==> config.mk <==
export PLATFORM = sky130hd
export DESIGN_NAME = branch_cond_unit
export DESIGN_NICKNAME = d
export VERILOG_FILES = /design/src/rtl/branch_cond_unit.sv
export SDC_FILE = /design/constraint.sdc
export NUM_CORES = 1
export LEC_CHECK = 0
export CAP_MARGIN = 0
export CORE_MARGIN = 2
export CORE_UTILIZATION = 49
export DETAILED_ROUTE_END_ITERATION = 8
export PLACE_DENSITY_LB_ADDON = 0.15
export SLEW_MARGIN = 20
export SYNTH_ARGS = -nofsm -noshare
export SYNTH_HDL_FRONTEND = slang
export SYNTH_SLANG_ARGS = --single-unit
==> constraint.sdc <==
create_clock -name i_clk -period 7.1 [get_ports i_clk]
set_clock_uncertainty 0.1 [all_clocks]
set_input_delay 1.065 -clock i_clk [delete_from_list [all_inputs] [get_ports i_clk]]
set_output_delay 1.065 -clock i_clk [all_outputs]
set_load 0.01 [all_outputs]
==> src/rtl/branch_cond_unit.sv <==
// Branch condition unit: registered S/Z/C/V flags, 16 branch conditions, hardware loop counter.
// Latency: branch at cycle N -> one-cycle redirect pulse with target at N+1.
// No backpressure: a branch is accepted every cycle and each taken branch gives its own pulse.
module branch_cond_unit #(
  parameter int WIDTH    = 16,
  parameter int LC_WIDTH = 16
) (
  input  logic                i_clk,
  input  logic                i_rst,
  input  logic                i_flagWe,
  input  logic [WIDTH-1:0]    i_result,
  input  logic                i_carry,
  input  logic                i_ovf,
  input  logic                i_jValid,
  input  logic [3:0]          i_jCode,
  input  logic [WIDTH-1:0]    i_jTarget,
  input  logic                i_lcLoad,
  input  logic [LC_WIDTH-1:0] i_lcVal,
  output logic [3:0]          o_flags,
  output logic                o_redirect,
  output logic [WIDTH-1:0]    o_target,
  output logic                o_lcZero
);

  localparam logic [3:0] CODE_LNZ = 4'd15;

  logic [3:0]          flags_q;
  logic [LC_WIDTH-1:0] lc_q;
  logic                redirect_q;
  logic [WIDTH-1:0]    target_q;
  logic                lc_zero_q;

  logic [3:0]          new_flags;
  logic [3:0]          eval_flags;
  logic                flag_s, flag_z, flag_c, flag_v;
  logic [LC_WIDTH-1:0] lc_eff;
  logic [LC_WIDTH-1:0] lc_next;
  logic                is_lnz;
  logic                cond_true;

  // Incoming flags; a flag write in the same cycle as a branch is forwarded to the evaluation.
  assign new_flags  = {i_result[WIDTH-1], ~|i_result, i_carry, i_ovf};
  assign eval_flags = i_flagWe ? new_flags : flags_q;
  assign flag_s     = eval_flags[3];
  assign flag_z     = eval_flags[2];
  assign flag_c     = eval_flags[1];
  assign flag_v     = eval_flags[0];

  // A same-cycle load is what an LNZ decrements.
  assign lc_eff = i_lcLoad ? i_lcVal : lc_q;
  assign is_lnz = i_jValid && (i_jCode == CODE_LNZ);

  // Condition decode over the evaluation flag set.
  always_comb begin
    cond_true = 1'b0;
    case (i_jCode)
      4'd0:    cond_true = 1'b1;
      4'd1:    cond_true = flag_z;
      4'd2:    cond_true = ~flag_z;
      4'd3:    cond_true = flag_c;
      4'd4:    cond_true = ~flag_c;
      4'd5:    cond_true = flag_s;
      4'd6:    cond_true = ~flag_s;
      4'd7:    cond_true = flag_v;
      4'd8:    cond_true = ~flag_v;
      4'd9:    cond_true = flag_c & ~flag_z;
      4'd10:   cond_true = ~flag_c | flag_z;
      4'd11:   cond_true = (flag_s == flag_v);
      4'd12:   cond_true = (flag_s != flag_v);
      4'd13:   cond_true = ~flag_z & (flag_s == flag_v);
      4'd14:   cond_true = flag_z | (flag_s != flag_v);
      default: cond_true = (lc_eff != '0);
    endcase
  end

  // Next loop counter: LNZ decrements (saturating at 0), a plain load writes, otherwise hold.
  always_comb begin
    lc_next = lc_q;
    if (is_lnz) begin
      lc_next = (lc_eff != '0) ? (lc_eff - LC_WIDTH'(1)) : '0;
    end else if (i_lcLoad) begin
      lc_next = i_lcVal;
    end
  end

  // Flag register, written only on its enable.
  always_ff @(posedge i_clk or posedge i_rst) begin
    if (i_rst) begin
      flags_q <= 4'b0000;
    end else if (i_flagWe) begin
      flags_q <= new_flags;
    end
  end

  // Loop counter and its zero indication, both reflecting the post-edge counter.
  always_ff @(posedge i_clk or posedge i_rst) begin
    if (i_rst) begin
      lc_q      <= '0;
      lc_zero_q <= 1'b1;
    end else begin
      lc_q      <= lc_next;
      lc_zero_q <= (lc_next == '0);
    end
  end

  // Redirect pulse for each taken branch; target captured on every branch, taken or not.
  always_ff @(posedge i_clk or posedge i_rst) begin
    if (i_rst) begin
      redirect_q <= 1'b0;
      target_q   <= '0;
    end else begin
      redirect_q <= i_jValid & cond_true;
      if (i_jValid) begin
        target_q <= i_jTarget;
      end
    end
  end

  assign o_flags    = flags_q;
  assign o_redirect = redirect_q;
  assign o_target   = target_q;
  assign o_lcZero   = lc_zero_q;

endmodule

After elaboration in Yosys (flattened, before gate mapping)
Cells that the tools add are included.
{ "word_totals": {"register_bits": 38, "latch_bits": 0, "ram_bits": 0, "romBits": 0, "input_bits": 59, "out_inout_bits": 22, "wordCells": 43, "n_memories": 0} }
{ "classes": {"add_sub_neg": 1, "mul": 0, "div_mod_pow": 0, "magnitude_cmp": 0, "n_eq_ne": 17, "n_shift": 0, "muxes": 5, "bitwise": 9, "reduce_logical": 6} }
{ "ops": {"columns": ["operator", "n"], "rows": [
  ["16-bit two-way mux", 3],
  ["4-bit equality test (second input constant)", 8],
  ["4-bit by 3-bit equality test with 1-bit output (second input constant)", 4],
  ["16-bit zero test", 1],
  ["16-bit nonzero test", 1],
  ["16-bit OR reduction", 1],
  ["16-bit by 1-bit subtractor with 16-bit output (second input constant)", 1],
  ["1-bit case mux with 15 select lines", 1],
  ["4-bit by 2-bit equality test with 1-bit output (second input constant)", 2],
  ["4-bit by 1-bit equality test with 1-bit output (second input constant)", 1],
  ["4-bit zero test", 1],
  ["4-bit two-way mux", 1],
  ["1-bit NOT", 4],
  ["1-bit bitwise AND", 3],
  ["1-bit OR", 2],
  ["1-bit equality test", 1],
  ["1-bit logical AND", 1],
  ["1-bit zero test", 1],
  ["1-bit inequality test", 1]
]} }

Logic depth before layout (Yosys ltp)
{ "depth": {"ltp_word": 7, "depth_mapped": 12, "depth_no_buf": 8} }

Worst setup path after synthesis
Ideal clock, no wire load.
{ "synth_timing": {"kind": "in2reg", "start": "in i_lcLoad", "end": "reg lc_zero_q, in the netlist o_lcZero", "setup_ps": 90, "arrival_ps": 3499, "required_ps": 6910, "slack_ps": 3411, "stages": 12, "n_path_buf": 4, "cell_sequence": "buf_6 buf_6 buf_4 buf_4 mux2i_1 ha_1 and2_1 o211ai_2 or4_4 and4_1 a211o_1 nor4_2"} }
{ "synth_via": {"elab_chain_len": 5, "elab_cells_between_ends": 6, "classes_between": "add/sub (1); mux (3); reduce/logical (2)"} }
{ "synth_rtl": {"columns": ["element", "line_no", "rtl"], "rows": [
  ["start, declared", "17", "input logic i_lcLoad,"],
  ["16-bit two-way mux *", "50, 81", null],
  ["16-bit by 1-bit subtractor with 16-bit output / 16-bit nonzero test (equally long branches)", "80", "lc_next = (lc_eff != '0) ? (lc_eff - LC_WIDTH'(1)) : '0;"],
  ["16-bit two-way mux", "80", null],
  ["16-bit two-way mux *", "79", "if (is_lnz) begin"],
  ["16-bit zero test *", "102", "lc_zero_q <= (lc_next == '0);"],
  ["end signal, assigned", "102", null],
  ["end, declared", "31", "logic lc_zero_q;"]
]} }
Mark *: on every way between the ends. The rest lies on a longest branch, timed or not.
A chain may end at the register's enable or synchronous reset.

Final worst setup path
Same ends and word-level chain as after synthesis.

==> reports/results.ini <==
[run_status]
status = complete, no violations

[cts]
clk_pin_slew_ps = 70
clk_latency_ps = 280
htree_levels = 2
cts_tree = yes
cts-root-buf = clkbuf_8
ctsHoldBuffers = 0
cts_buffer_depth = 2
cts_setup_buffers = 0
cts_buffers = 5
cts_sinks = 38
cts_resized = 0

[synthesis]
yosysTopAreaCell = dfrtp_1
netlist_area_um2 = 2370
ys_ff_latch = 38
syn-num-nets = 283
synth_top_area_share_pct = 39.0
ys_async_sr_fraction_pct = 100
avgSynthCellArea_um2 = 10.6
synthFlopType = dfrtp_1
synthesis.instances = 223
synthDistinctLibCells = 53
yosysWarnings = 0
synth_edf_count = 0
seq_area_frac_synth_pct = 40.1
synth_area_leaders = dfrtp_1, mux2_2, mux2i_1

[finish]
fin_area_um2 = 3300
final-instance-count-excl-fill = 357
layout_commonest_cell = clkdlybuf4s50_1
area_delta_synth_final_pct = 39.3
layout-drive-gt1-share_pct = 16.8
diodes = 0
nets = 362
mostFrequentLayoutCells = clkdlybuf4s50_1, dfrtp_1, mux2_2, nor2_1, mux2i_1
postLayoutCoreUtil_pct = 70.4

[route]
wl_met3_um = 252
wirelength_um = 5340
top_layer_used = met4
drt-met1-wl_um = 2310
drc = 0
wire_per_inst_um = 15.0
drtPass1Iterations = 4
first_iter_violations = 76
wl_met2_um = 2710
via_count = 2001
antenna_left = 0
via_per_inst = 5.61

[power_and_ir_drop]
leakagePower_nw = 1.32
vdd_ir_drop_max_v = 0.000126
switchingPower_mw = 0.151
power.internal_mw = 0.435
seq_power_share_pct = 42.6
power_density_nw_per_um2 = 178
swShare_pct = 25.8
p_comb_share_pct = 25.1
total_power_mw = 0.587
p_clk_share_pct = 32.4

[place]
gp_congestion = 0.837
post-place-ws_ps = 2720
dpl.cell_count = 349
io_buffers = 80
hpwl_um = 4100
placed_area_um2 = 3190

[timing]
setup_viol = 0
hold_viol = 0
slew_headroom_pct = 38.2
timing.final.crit_share_pct = 58.2
hold_slack_ps = 408
drv_slew = 0
rsz0062_at_grt = no
fin_ws_ps = 2970
fin_setup_tns_ps = 0
min_period_ps = 4130
worst_slew_pin_slew_ps = 925
max_freq_mhz = 242

[floorplan]
die_y_um = 73.6
dieArea_um2 = 5410
core_area_um2 = 4690
die_w_um = 73.6
initial_core_util_pct = 50.6
io_pins = 81
rows = 25

[critical_path]
cp_top_family = simple AND/OR/NAND/NOR gates
path_buf_inv = 2
required_ps = 7200
worst_path_largest_cell_delay_ps = 750
crit_path_end_kind = flop
arrival_ps = 4230
cp_cell_sequence = clkdlybuf4s50_1, buf_4, mux2i_4, ha_1, o21ai_0, nor3_1, nor2b_1, o2111ai_1, nor4_2
crit_fanout = 37
cpMaxStageDelayCell = nor2b_1
startpoint_type = input pin
critPathKind = in -> reg

[grt]
grt_pass1_wl_um = 8520
grt-ovfl-total = 0
grt_pass1_vias = 1931
antenna_found_initial = 0
grt_max_degree = 39
grtUsageTotal_pct = 20.4

[worst_hold_path]
hold_class = reg -> reg

[flow_run]
drv_cap = 0

==> kinds of logic after synthesis <==
family                     after synthesis  synth area share [%]
AOI/OAI and AO/OA                       36                  11.6
xor gates and xnor gates                10                  3.69
adders and majority gates                1                 0.527
buffers and inverters                   17                  3.96
DFF                                     38                  40.1
muxes                                   40                  18.6
and+or+nand+nor                         81                  21.5
==> state kept, by name (all words and copies together) (netlist names) <==
name        flops
lc_q           16
o_target       16
o_flags         4
o_redirect      1
o_lcZero        1
==> cell usage after synthesis, drive strengths merged, types with 2 or more instances <==
cell	number
and4	2
o211ai	3
o2111ai	3
nand4	2
a311oi	2
a22oi	2
a31oi	2
xor2	6
or2	3
a21oi	4
nor2	19
mux2i	18
nor4b	4
nor4	9
nor3b	9
mux2	22
buf	7
o21a	2
o22ai	4
nand2	10
dfrtp	37
inv	7
and2	2
nor3	13
clkbuf	3
xnor2	4
and2b	2
o21ai	8
==> layout make-up <==
class | count | area [um2]
repair buffers | 82 | 816
fillers | 374 | 1390
clock buffers | 7 | 86.3
inverters | 7 | 26.3
multi-input cells | 168 | 1330
flip-flops and latches | 38 | 952
clock inverters | 1 | 30.0
well taps | 54 | 67.6
==> layer usage <==
metal	global-route usage, %	vias up
li1	-	989
met1	25.5	958
met2	33.8	48
met3	4.80	6
met4	8.28	0
met5	0	-
==> worst paths after layout <==
kind | from | to | slack (ps) | depth (start not counted)
hold reg to reg | o_target[6] | o_target[6] | 410 | 1
min in group asynchronous | i_rst | o_target[5] | 1090 | 3
setup / recovery | i_lcLoad | o_lcZero | 2970 | 9
max in group asynchronous | i_rst | o_lcZero | 5450 | 3
hold / removal | o_target[6] | o_target[6] | 410 | 1
setup reg to reg | lc_q[7] | o_lcZero | 4340 | 6
==> power by group through the flow <==
| stage | Clock, mW | Sequential [mW] | Combinational (mW) |
|---|---|---|---|
| 3_3_place_gp | 0 | 0.253 | 0.146 |
| 4_1_cts | 0.195 | 0.250 | 0.148 |
| 3_5_place_dp | 0 | 0.254 | 0.147 |
| 5_1_grt | 0.205 | 0.253 | 0.159 |
| 2_1_floorplan | 0 | 0.258 | 0.0706 |
| 6_report | 0.190 | 0.250 | 0.147 |
Power figures use the tool's default switching activity.
==> edit, RTL diff (same flow settings) <==
Set the parameter `LC_WIDTH` to 32 (it was 16).
--- a/src/rtl/branch_cond_unit.sv
+++ b/src/rtl/branch_cond_unit.sv
@@ -3,7 +3,7 @@
 // No backpressure: a branch is accepted every cycle and each taken branch gives its own pulse.
 module branch_cond_unit #(
   parameter int WIDTH    = 16,
-  parameter int LC_WIDTH = 16
+  parameter int LC_WIDTH = 32
 ) (
   input  logic                i_clk,
   input  logic                i_rst,
Interface: changed (resized i_lcVal); port bits go from 81 to 97. No check against the original RTL was run, so the function may have changed too.
==> edit against the unedited design <==
  * Utilization shrank 3.0 points
  * Final area grew 41%
  * Maximum frequency shrank 19%
  * Sequential cell count grew 16
  * First-iteration DRC count grew 120%
  * Count of clock-buffer cells in the layout shrank 2
  * Power grew 25%
  * Cell count grew 55%
  * Worst setup slack lost 980 ps
  * Sequential power grew 43%
  * Global-route usage grew 3.2 points
  * Synthesized area grew 49%
  * Wire length grew 70%
  * Critical path type unchanged
  * Critical endpoint unchanged
  * Highest routed layer unchanged
==> edit: results (changes against the unedited design) <==
[power]
peakVddDrop_v = 0.0001000  ; was 0.0001257 V
p_leak_nw = 1.798  ; was 1.316 nW

[logic_synthesis]
synth_warnings = 0  ; unchanged
synth.area.top_cells = dfrtp_1 37%, mux2i_1 9.9%, mux2_2 7.0%, nor2_1 4.2%, xnor2_1 3.5%  ; was dfrtp_1 39%, mux2_2 10%, mux2i_1 7.2%, nor2_1 3.0%, nor3_1 2.3%
synth_fp_nets = 440  ; was 283
synth_seq_area_share = 0.3817  ; was 0.4014
synthTopCellsByCount = 53 x dfrtp_1, 40 x nor2_1, 35 x mux2i_1  ; was 37 x dfrtp_1, 22 x mux2_2, 19 x nor2_1
synth_top_area_frac = 0.3743  ; was 0.3903
yosysUniqueCellTypes = 59  ; was 53
postSynthAreaPerCell_sq_um = 9.735  ; was 10.64 sq um
async_reset_ff_frac = 1.000  ; unchanged

[clock_tree]
cts_made_buffers = 5  ; unchanged
cts_resized = 0  ; unchanged
clkSlewWorstSetupHoldPaths_ps = 100  ; was 70 ps
clock_latency_ps = 310  ; was 280 ps

[place]
gp_congestion = 0.8961  ; was 0.8371
post-dp-hpwl_um = 7123  ; was 4101 um
dpl_worst_slack_ps = 1734  ; was 2724 ps
io_buffers = 96  ; was 80
dp_cells = 545  ; was 349
place_area_sq_um = 4564  ; was 3188 sq um

[sta]
whs_ps = 413.5  ; was 407.5 ps
maxSlewHeadroom = 0.3964  ; was 0.3817

[critical_path]
path_max_fanout = 39  ; was 37
crit_arrival_ps = 5260  ; was 4230 ps
r2r_start = lc_q[0]  ; was lc_q[7]
r2r_cells = 9  ; was 6
regToRegSetupSlack_ps = 3210  ; was 4340 ps
cp_slowest_cell = and3_1  ; was nor2b_1

[outcome]
status = completed  ; unchanged

[detailed_routing]
dr.pass1.iters = 5  ; was 4
avgViaCountPerCell = 5.779  ; was 5.605
detail_route.iter0.violations = 166  ; was 76
post_drt_wl_per_cell_um = 16.45  ; was 14.95 um
wl_um = 9099  ; was 5338 um

[global_routing]
grt_pass1_wl_um = 14440  ; was 8521 um
grt_use_total = 0.2355  ; was 0.2040
grt_pass1_vias = 2937  ; was 1,931
antenna_found_initial = 0  ; unchanged
grt_max_degree = 55  ; was 39

[cells_and_area]
fill_cells = 586  ; was 374
diodes = 0  ; unchanged
drive_above_1_share = 0.1138  ; was 0.1683
fin_nets = 532  ; was 362

[min_path]
hold_end = o_target[3]  ; was o_target[6]
worstHoldPathCells = 1  ; unchanged
min_from = o_target[3]  ; was o_target[6]

## edit: power breakdown
group	switching (mW)	internal (mW)	total, mW
sequential	0.0191	0.337	0.357
combinational	0.0956	0.109	0.205
clock	0.104	0.0696	0.174
total	0.219	0.516	0.735
## edit: how the worst max path moves through the flow
stage               slack [ps]     start       end  depth (start not counted)
finish                    1990  i_lcLoad  o_lcZero                         10
global route              1660  i_lcLoad  o_lcZero                         10
CTS                       2070  i_lcLoad  o_lcZero                         10
detailed placement        1730  i_lcLoad  o_lcZero                         10
global placement          2060  i_lcLoad  o_lcZero                         10
floorplan                 2930  i_lcLoad  o_lcZero                         13
## edit: per-layer routing
| metal | routed length [um] | track usage | up-vias |
|---|---|---|---|
| met2 | 4372 | 0.4050 | 102 |
| met4 | 97 | 0.04885 | 0 |
| li1 | - | - | 1539 |
| met3 | 573 | 0.04340 | 10 |
| met1 | 4056 | 0.3131 | 1545 |
| met5 | 0 | 0 | - |
## edit: final cells by class
| cell class | instances | area [sq um] | share of cell area |
|---|---|---|---|
| Clock buffer | 5 | 68.82 | 0.01478 |
| Clock inverter | 3 | 21.27 | 0.004570 |
| Inverter | 7 | 26.28 | 0.005645 |
| Multi-Input combinational cell | 290 | 2095 | 0.4500 |
| Sequential cell | 54 | 1353 | 0.2906 |
| Tap cell | 96 | 120.1 | 0.02581 |
| Timing Repair Buffer | 98 | 970.9 | 0.2086 |
## edit: cells by family (layout without fill, tap and decap cells)
| logic type | after synthesis | in the layout | share of synthesized area |
|---|---|---|---|
| buf+inv | 20 | 113 | 0.02719 |
| flops | 54 | 54 | 0.3817 |
| compound gates | 60 | 60 | 0.1130 |
| fa+ha+maj | 1 | 1 | 0.003531 |
| xor+xnor | 25 | 25 | 0.06179 |
| mux | 57 | 57 | 0.1688 |
| simple gates | 147 | 147 | 0.2440 |
